<file path="src/rtl/ic_refill_if.sv">
// Signal bundle between the icache refill engine, the icache and the memory port.
// master: the refill engine; slave: the icache/memory side that drives requests and read data.
interface ic_refill_if;
    logic         irq;
    logic [31:0]  if_addr;
    logic         ext_busy;
    logic         L2_busy;
    logic         L2_rdy;
    logic         complete;
    logic [127:0] data_wd;
    logic         mem_req;
    logic [31:0]  mem_addr;
    logic [31:0]  mem_rdata;
    logic         mem_ack;
    logic         err;

    modport master (
        input  irq, if_addr, ext_busy, mem_rdata, mem_ack,
        output L2_busy, L2_rdy, complete, data_wd, mem_req, mem_addr, err
    );

    modport slave (
        output irq, if_addr, ext_busy, mem_rdata, mem_ack,
        input  L2_busy, L2_rdy, complete, data_wd, mem_req, mem_addr, err
    );
endinterface

</file>
<file path="src/rtl/ic_refill.sv">
// Icache line refill engine: fetches four 32-bit words, re-issuing a word after TIMEOUT_CYC idle cycles.
// IC_REFILL_CRITWORD_EN: start at the missed word and wrap; otherwise always fetch words 0..3.
module ic_refill #(
    parameter int TIMEOUT_CYC = 255
) (
    input  logic        clk_tmp,
    input  logic        rst,
    ic_refill_if.master bus
);
    localparam logic [2:0] IDLE  = 3'd0;
    localparam logic [2:0] FETCH = 3'd1;
    localparam logic [2:0] RETRY = 3'd2;
    localparam logic [2:0] RDY   = 3'd3;
    localparam logic [2:0] WR    = 3'd4;

    localparam int TW = $clog2(TIMEOUT_CYC + 1);
    localparam logic [TW-1:0] TLAST = TW'(TIMEOUT_CYC - 1);

    logic [2:0]       state;
    logic [27:0]      line;
    logic [1:0]       cnt;
    logic [1:0]       wptr;
    logic [TW-1:0]    tcnt;
    logic [3:0][31:0] words;
    logic [1:0]       start_w;
    logic             unused_bits;

`ifdef IC_REFILL_CRITWORD_EN
    assign start_w     = bus.if_addr[3:2];
    assign unused_bits = ^bus.if_addr[1:0];
`else
    assign start_w     = 2'd0;
    assign unused_bits = ^bus.if_addr[3:0];
`endif

    always_ff @(posedge clk_tmp) begin
        if (rst) begin
            state <= IDLE;
            line  <= '0;
            cnt   <= '0;
            wptr  <= '0;
            tcnt  <= '0;
            words <= '0;
        end else begin
            case (state)
                IDLE: begin
                    if (bus.irq && !bus.ext_busy) begin
                        line  <= bus.if_addr[31:4];
                        cnt   <= '0;
                        wptr  <= start_w;
                        tcnt  <= '0;
                        state <= FETCH;
                    end
                end
                FETCH: begin
                    if (bus.mem_ack) begin
                        // slot follows the word index, so fetch order never changes the line image
                        words[wptr] <= bus.mem_rdata;
                        wptr        <= wptr + 2'd1;
                        cnt         <= cnt + 2'd1;
                        tcnt        <= '0;
                        if (cnt == 2'd3)
                            state <= RDY;
                    end else if (tcnt == TLAST) begin
                        tcnt  <= '0;
                        state <= RETRY;
                    end else begin
                        tcnt <= tcnt + 1'b1;
                    end
                end
                RETRY:   state <= FETCH;
                RDY:     state <= WR;
                WR:      state <= IDLE;
                default: state <= IDLE;
            endcase
        end
    end

    assign bus.L2_busy  = (state != IDLE) || bus.ext_busy;
    assign bus.mem_req  = (state == FETCH);
    assign bus.mem_addr = {line, wptr, 2'b00};
    assign bus.L2_rdy   = (state == RDY);
    assign bus.complete = (state == WR);
    assign bus.err      = (state == RETRY);
    assign bus.data_wd  = words;
endmodule

</file>
<file path="src/flat_wrapper.sv">
// flat-port wrapper written by rule: the top's interface ports become plain ports
module ic_refill_flat 
#(
    parameter int TIMEOUT_CYC = 255
)
  (clk_tmp, rst, bus_irq, bus_if_addr, bus_ext_busy, bus_mem_rdata, bus_mem_ack, bus_L2_busy, bus_L2_rdy, bus_complete, bus_data_wd, bus_mem_req, bus_mem_addr, bus_err);
  ic_refill_if bus_i ();
  input  logic clk_tmp;
  input  logic rst;
  input wire logic [$bits(bus_i.irq)-1:0] bus_irq;
  input wire logic [$bits(bus_i.if_addr)-1:0] bus_if_addr;
  input wire logic [$bits(bus_i.ext_busy)-1:0] bus_ext_busy;
  input wire logic [$bits(bus_i.mem_rdata)-1:0] bus_mem_rdata;
  input wire logic [$bits(bus_i.mem_ack)-1:0] bus_mem_ack;
  output wire logic [$bits(bus_i.L2_busy)-1:0] bus_L2_busy;
  output wire logic [$bits(bus_i.L2_rdy)-1:0] bus_L2_rdy;
  output wire logic [$bits(bus_i.complete)-1:0] bus_complete;
  output wire logic [$bits(bus_i.data_wd)-1:0] bus_data_wd;
  output wire logic [$bits(bus_i.mem_req)-1:0] bus_mem_req;
  output wire logic [$bits(bus_i.mem_addr)-1:0] bus_mem_addr;
  output wire logic [$bits(bus_i.err)-1:0] bus_err;
  assign bus_i.irq = bus_irq;
  assign bus_i.if_addr = bus_if_addr;
  assign bus_i.ext_busy = bus_ext_busy;
  assign bus_i.mem_rdata = bus_mem_rdata;
  assign bus_i.mem_ack = bus_mem_ack;
  assign bus_L2_busy = bus_i.L2_busy;
  assign bus_L2_rdy = bus_i.L2_rdy;
  assign bus_complete = bus_i.complete;
  assign bus_data_wd = bus_i.data_wd;
  assign bus_mem_req = bus_i.mem_req;
  assign bus_mem_addr = bus_i.mem_addr;
  assign bus_err = bus_i.err;
  ic_refill #(.TIMEOUT_CYC(TIMEOUT_CYC)) u_core (.clk_tmp(clk_tmp), .rst(rst), .bus(bus_i));
endmodule
</file>
<file path="config.mk">
export PLATFORM = sky130hd
export DESIGN_NAME = ic_refill_flat
export DESIGN_NICKNAME = d
export VERILOG_FILES = /design/src/rtl/ic_refill_if.sv /design/src/rtl/ic_refill.sv /design/src/flat_wrapper.sv
export SDC_FILE = /design/constraint.sdc
export NUM_CORES = 1
export LEC_CHECK = 0
export CAP_MARGIN = 20
export CORE_MARGIN = 3
export CORE_UTILIZATION = 44
export CTS_CLUSTER_DIAMETER = 100
export DETAILED_ROUTE_END_ITERATION = 10
export PLACE_DENSITY = 0.85
export RECOVER_POWER = 50
export SLEW_MARGIN = 20
export SYNTH_ARGS = -nofsm -noshare
export SYNTH_HDL_FRONTEND = slang
export SYNTH_SLANG_ARGS = --single-unit
</file>
<file path="constraint.sdc">
create_clock -name clk_tmp -period 2.6 [get_ports clk_tmp]
set_clock_uncertainty 0.15 [all_clocks]
set_input_delay 0.52 -clock clk_tmp [delete_from_list [all_inputs] [get_ports clk_tmp]]
set_output_delay 0.52 -clock clk_tmp [all_outputs]
set_load 0.01 [all_outputs]
</file>
Yosys cells after proc, flatten, opt, wreduce, memory -nomap -nowiden
Index checks and enable logic that the tools add are counted.
Widths: inputs -> output; s select.
{"block": "classes", "n_eq_ne": 10, "order_cmp": 2, "reduce_logical": 12, "n_mux": 17, "n_addsub": 3}
{"op": "$bwmux 128", "n": 1}
{"op": "$demux 32 s2", "n": 1}
{"op": "$mux 32", "n": 1}
{"op": "$mux 8", "n": 3}
{"op": "$pmux 8 s2", "n": 1}
{"op": "$mux 3", "n": 4}
{"op": "$pmux 3 s4", "n": 1}
{"op": "$add 8x1->8 const B", "n": 1}
{"op": "$eq 8x8->1 const B", "n": 1}
{"op": "$pmux 2 s2", "n": 2}
{"op": "$eq 3x2->1 const B", "n": 2}
{"op": "$mux 2", "n": 3}
{"op": "$ne 3x2->1 const B", "n": 2}
{"op": "$reduce_and 2->1", "n": 3}
{"op": "$reduce_and 3->1", "n": 2}
{"op": "$add 2x1->2 const B", "n": 2}
{"op": "$eq 3x1->1 const B", "n": 1}
{"op": "$eq 3x3->1 const B", "n": 1}
{"op": "$logic_not 3->1", "n": 1}
{"op": "$lt 2x3->1 const B", "n": 1}
{"op": "$reduce_bool 3->1", "n": 1}
{"op": "$eq 2x2->1 const B", "n": 1}
{"op": "$ge 2x1->1 const B", "n": 1}
{"op": "$logic_and 1x1->1", "n": 2}
{"op": "5 further kinds", "n": 5}
{"block": "totals", "out_inout_bits": 165, "word_cells": 53, "ff_bits": 171, "input_bits": 69}

Depth between registers and ports, before layout
Gate-level depths: netlist of run 1.
{"block": "logic_depth", "word_depth": 5, "mapped_depth": 7}

Worst setup path after synthesis of run 1
No wires, ideal clock.
{"block": "synth_timing", "path_kind": "input-to-reg", "from": "input port bus_mem_ack", "to": "register u_core.tcnt[4]", "arrival_time_ns": 1.902, "setup_time_ns": 0.074, "slack_ns": 0.474, "stages": 4, "n_path_buf": 0, "path_cell_list": "or4b_4 > a41o_1 > or4_1 > a31oi_1"}
{"block": "synth_via", "elab_chain_len": 2}
{"element": "start, declared", "line_no": "flat_wrapper.sv:14", "text": "input wire logic [$bits(bus_i.mem_ack)-1:0] bus_mem_ack;"}
{"element": "$mux 8", "line_no": "ic_refill.sv:56", "text": "if (bus.mem_ack) begin"}
{"element": "$pmux 8 s2", "line_no": "ic_refill.sv:45", "text": "case (state)"}
{"element": "end signal, assigned", "line_no": "ic_refill.sv:68", "text": "tcnt <= tcnt + 1'b1;"}
{"element": "end, declared", "line_no": "ic_refill.sv:23", "text": "logic [TW-1:0] tcnt;"}
No other way between the ends.
A chain may end at the register's enable or synchronous reset.

Worst setup path in the final report of run 1
{"block": "layout_timing", "from": "register u_core.state[0]", "to": "output port bus_mem_req"}
{"block": "layout_via", "elab_chain_len": 1}
{"element": "start, declared", "line_no": "ic_refill.sv:19", "text": "logic [2:0] state;"}
{"element": "start signal, assigned", "line_no": "ic_refill.sv:38", "text": "state <= IDLE;"}
{"element": "start signal, assigned", "line_no": "ic_refill.sv:52", "text": "state <= FETCH;"}
{"element": "start signal, assigned", "line_no": "ic_refill.sv:63", "text": "state <= RDY;"}
{"element": "$eq 3x1->1", "line_no": "ic_refill.sv:80", "text": "assign bus.mem_req = (state == FETCH);"}
{"element": "end, declared", "line_no": "flat_wrapper.sv:19", "text": "output wire logic [$bits(bus_i.mem_req)-1:0] bus_mem_req;"}
No other way between the ends.

==> impl_metrics.csv, run 1 <==
group,metric,value,unit
power_and_ir_drop,power_frac_clock,44.5,%
floorplan,rows,42,
power_and_ir_drop,comb_power_share,7.5,%
setup_path,cp_slowest_cell,"clkdlybuf4s50_1",
setup_path,crit_type,"reg -> out",
floorplan,die_area,15450,µm²
clock_network,cts_tree,"built",
routing,drt-wirelength-per-cell,15.49,µm
setup_path,endpoint_kind,"output port",
routing,ant_nets,0,
timing,whs,0.2998,ns
global_routing,overflow,0,
global_routing,grt_max_degree,90,
routing,first_pass_iters,4,
timing,final-hold-violation-count,0,
floorplan,start_util,45.78,%
power_and_ir_drop,intPower,4.366,mW
clock_network,path_clk_slew,0.06,ns
placed_design,dp_hpwl,12570,µm
power_and_ir_drop,power_density,609.1,nW/µm²
clock_network,postCtsResizedCells,0,
power_and_ir_drop,p_total,5.610,mW
hold_path,hold_class,"reg -> reg",
power_and_ir_drop,sw_frac_of_total,22.18,%
clock_network,clk_path_buf_depth,2,
clock_network,cts.sinks,171,
global_routing,antenna_found_initial,0,
cells_and_area,final_core_util,68.47,%
floorplan,fp.coreArea,13450,µm²
synth,ys_seq_area_share,55.59,%
timing,worst_slack,0.1841,ns
setup_path,cp-start-kind,"flop",
power_and_ir_drop,p_switching,1.245,mW
floorplan,io_pins,234,
timing,finalSetupViolations,0,
routing,routed_wl,18320,µm
floorplan,die_h,124.3,µm
routing,via_per_inst,5.025,
clock_network,htree_levels,4,
timing,grt_setup_unrepaired,"no",
timing,worstMarginPinSlew,0.8531,ns
clock_network,insertion_delay,0.42,ns
timing,clock.fmax,413.9,MHz
global_routing,grt_pass1_vias,5539,
synth,synth_cell_type_count,35,
synth,syn_inst,781,
cells_and_area,final_common_cell,"nand2_1",
setup_path,crit_chain,"nor3b_1, clkdlybuf4s50_1",
clock_network,cts_made_buffers,17,
placed_design,portBuffers,227,
routing,drt-initial-drc-count,461,
power_and_ir_drop,irDropWorstVdd,0.0004207,V
clock_network,cts_hold_buffers,0,
flow_run,drv_cap,0,
run_status,status,"finished, final reports clean",
power_and_ir_drop,power.leakage,3.277,nW
placed_design,dp_slack,-0.01165,ns
setup_path,worstPathRequired,1.93,ns
global_routing,grt_first_pass_wirelength,28880,µm
timing,relSlewSlack,42.38,%
cells_and_area,area_growth,49.57,%
cells_and_area,layout.nets,1070,
synth,ys_ff_latch,171,
synth,syn_area,6158,µm²
timing,final_max_slew_viol_count,0,
setup_path,crit_fanout,8,
timing,period_needed,2.416,ns
floorplan,die_w,124.3,µm
global_routing,grtUsageTotal,23.08,%
synth,syn_avg_cell_area,7.885,µm²
setup_path,arrival,1.75,ns
routing,drc_errors,0,
power_and_ir_drop,seqPwrFrac,47.9,%
synth,ys_warn_count,0,
setup_path,slowest_delay,0.61,ns
cells_and_area,drive_above_1_share,4.767,%
clock_network,post_cts.repair.setup_buffers,0,
timing,min_period_over_period,92.92,%
cells_and_area,diodes,0,
cells_and_area,final_cell_mix,"324 x nand2_1, 183 x clkdlybuf4s50_1, 171 x dfxtp_1",
placed_design,gp_congestion,0.7596,
routing,vias,5944,
clock_network,cts_root_buf,"clkbuf_16",
[cells in the mapped netlist]
library cell  number  area share, %
nor2_1             9           0.55
nand2_1          324             20
o31a_1             1           0.14
o21ai_0            1          0.081
nand3b_1           2           0.24
a41oi_2            1           0.26
buf_2              1          0.081
a31oi_1            5           0.51
o211ai_1           1           0.12
a22oi_1            2           0.24
and2_1             6           0.61
a2bb2oi_1          1           0.14
ha_1               7            1.4
or4_1              2           0.24
nand3_1            6           0.49
and3b_1            1           0.14
buf_4              2           0.24
clkbuf_1          53            3.2
and4bb_2           1           0.20
a41o_1             1           0.16
or3_1              2           0.20
nor3b_1            2           0.24
o2111a_1           1           0.18
and3_1             3           0.30
nor2b_1            2           0.20
or4b_4             1           0.22
nand2b_1           1           0.10
conb_1             1          0.061
o21ai_1            1          0.081
a21oi_1          159             13
inv_1              5           0.30
mux2i_1            3           0.49
nor3_1             1          0.081
and4_1             1           0.14
dfxtp_1          171             56
[per-stage QoR]
stage | instance area [µm²] | instances | setup TNS [ns]
after global placement | 8661 | 1151 | 0
after floorplan | 6162 | 782 | 0
after CTS | 9251 | 1183 | 0
after global routing | 9211 | 1183 | 0
after detailed placement | 8661 | 1151 | -0.02102
final | 9211 | 1183 | 0
[power by group through the flow]
stage          clock network [mW]  logic (mW)  registers (mW)
6_report                     2.50       0.423            2.69
5_1_grt                      2.65       0.458            2.69
4_1_cts                      2.53       0.434            2.69
3_5_place_dp                    0       0.431            2.75
3_3_place_gp                    0       0.427            2.75
2_1_floorplan                   0       0.148            2.76
[state kept, by name (all words and copies together), names as in the netlist]
register            count
u_core.bus.data_wd    128
u_core.cnt              2
u_core.wptr             2
u_core.line            28
u_core.tcnt             8
u_core.state            3
[kinds of logic after synthesis]
group	after synthesis	share of synthesized area (%)
AO/OA/AOI/OAI	174	14.85
AND/OR/NAND/NOR	364	23.73
adder cells (fa/ha/maj)	7	1.422
flip-flops	171	55.59
multiplexers	3	0.4876
buffers and inverters	61	3.860
other	1	0.06089
[routing by layer]
| metal | routed length (µm) | up-vias | track usage [%] |
|---|---|---|---|
| met2 | 8758 | 220 | 37.69 |
| met1 | 7467 | 2735 | 27.34 |
| met3 | 1691 | 28 | 9.348 |
| met4 | 405 | 0 | 8.511 |
| met5 | 0 | - | 0 |
| li1 | - | 2961 | - |
[critical path, delay by kind of cell (launching register included)]
family                 cells  cell delay (ns)
DFF                        1             0.43
buffers and inverters      1             0.61
and+or+nand+nor            1             0.29
[worst paths after layout]
kind                                 startpoint              to  slack [ns]  depth (start not counted)
worst max register to register  u_core.state[2]  u_core.tcnt[7]        0.34                          4
worst min-delay path             u_core.line[3]  u_core.line[3]        0.30                          2
worst max-delay path            u_core.state[0]     bus_mem_req        0.18                          2
worst min register to register   u_core.line[3]  u_core.line[3]        0.30                          2
[cell type report]
class / count / area, µm²
well taps: 176 / 220.2
multi-input cells: 550 / 2490
clock buffers: 22 / 474.2
fillers: 1096 / 4242
repair buffers: 249 / 2469
clock inverters: 10 / 116.4
flip-flops and latches: 171 / 3423
inverters: 5 / 18.77
Power figures use the tool's default switching activity.
==> run 2, diff against run 1 <==
--- a/config.mk
+++ b/config.mk
@@ -5,13 +5,13 @@
 export SDC_FILE = /design/constraint.sdc
 export NUM_CORES = 1
 export LEC_CHECK = 0
-export CAP_MARGIN = 20
 export CORE_MARGIN = 3
 export CORE_UTILIZATION = 44
-export CTS_CLUSTER_DIAMETER = 100
+export CTS_CLUSTER_DIAMETER = 200
 export DETAILED_ROUTE_END_ITERATION = 10
 export PLACE_DENSITY = 0.85
 export RECOVER_POWER = 50
+export SKIP_CTS_REPAIR_TIMING = 1
 export SLEW_MARGIN = 20
 export SYNTH_ARGS = -nofsm -noshare
 export SYNTH_HDL_FRONTEND = slang
==> results of run 2 <==
The final DEF is identical to that of run 1; final timing and power are the same.
==> run 3, diff against run 2 <==
--- a/config.mk
+++ b/config.mk
@@ -12,7 +12,7 @@
 export PLACE_DENSITY = 0.85
 export RECOVER_POWER = 50
 export SKIP_CTS_REPAIR_TIMING = 1
-export SLEW_MARGIN = 20
+export SLEW_MARGIN = 5
 export SYNTH_ARGS = -nofsm -noshare
 export SYNTH_HDL_FRONTEND = slang
 export SYNTH_SLANG_ARGS = --single-unit
==> results of run 3 <==
The final DEF is identical to that of run 1; final timing and power are the same.
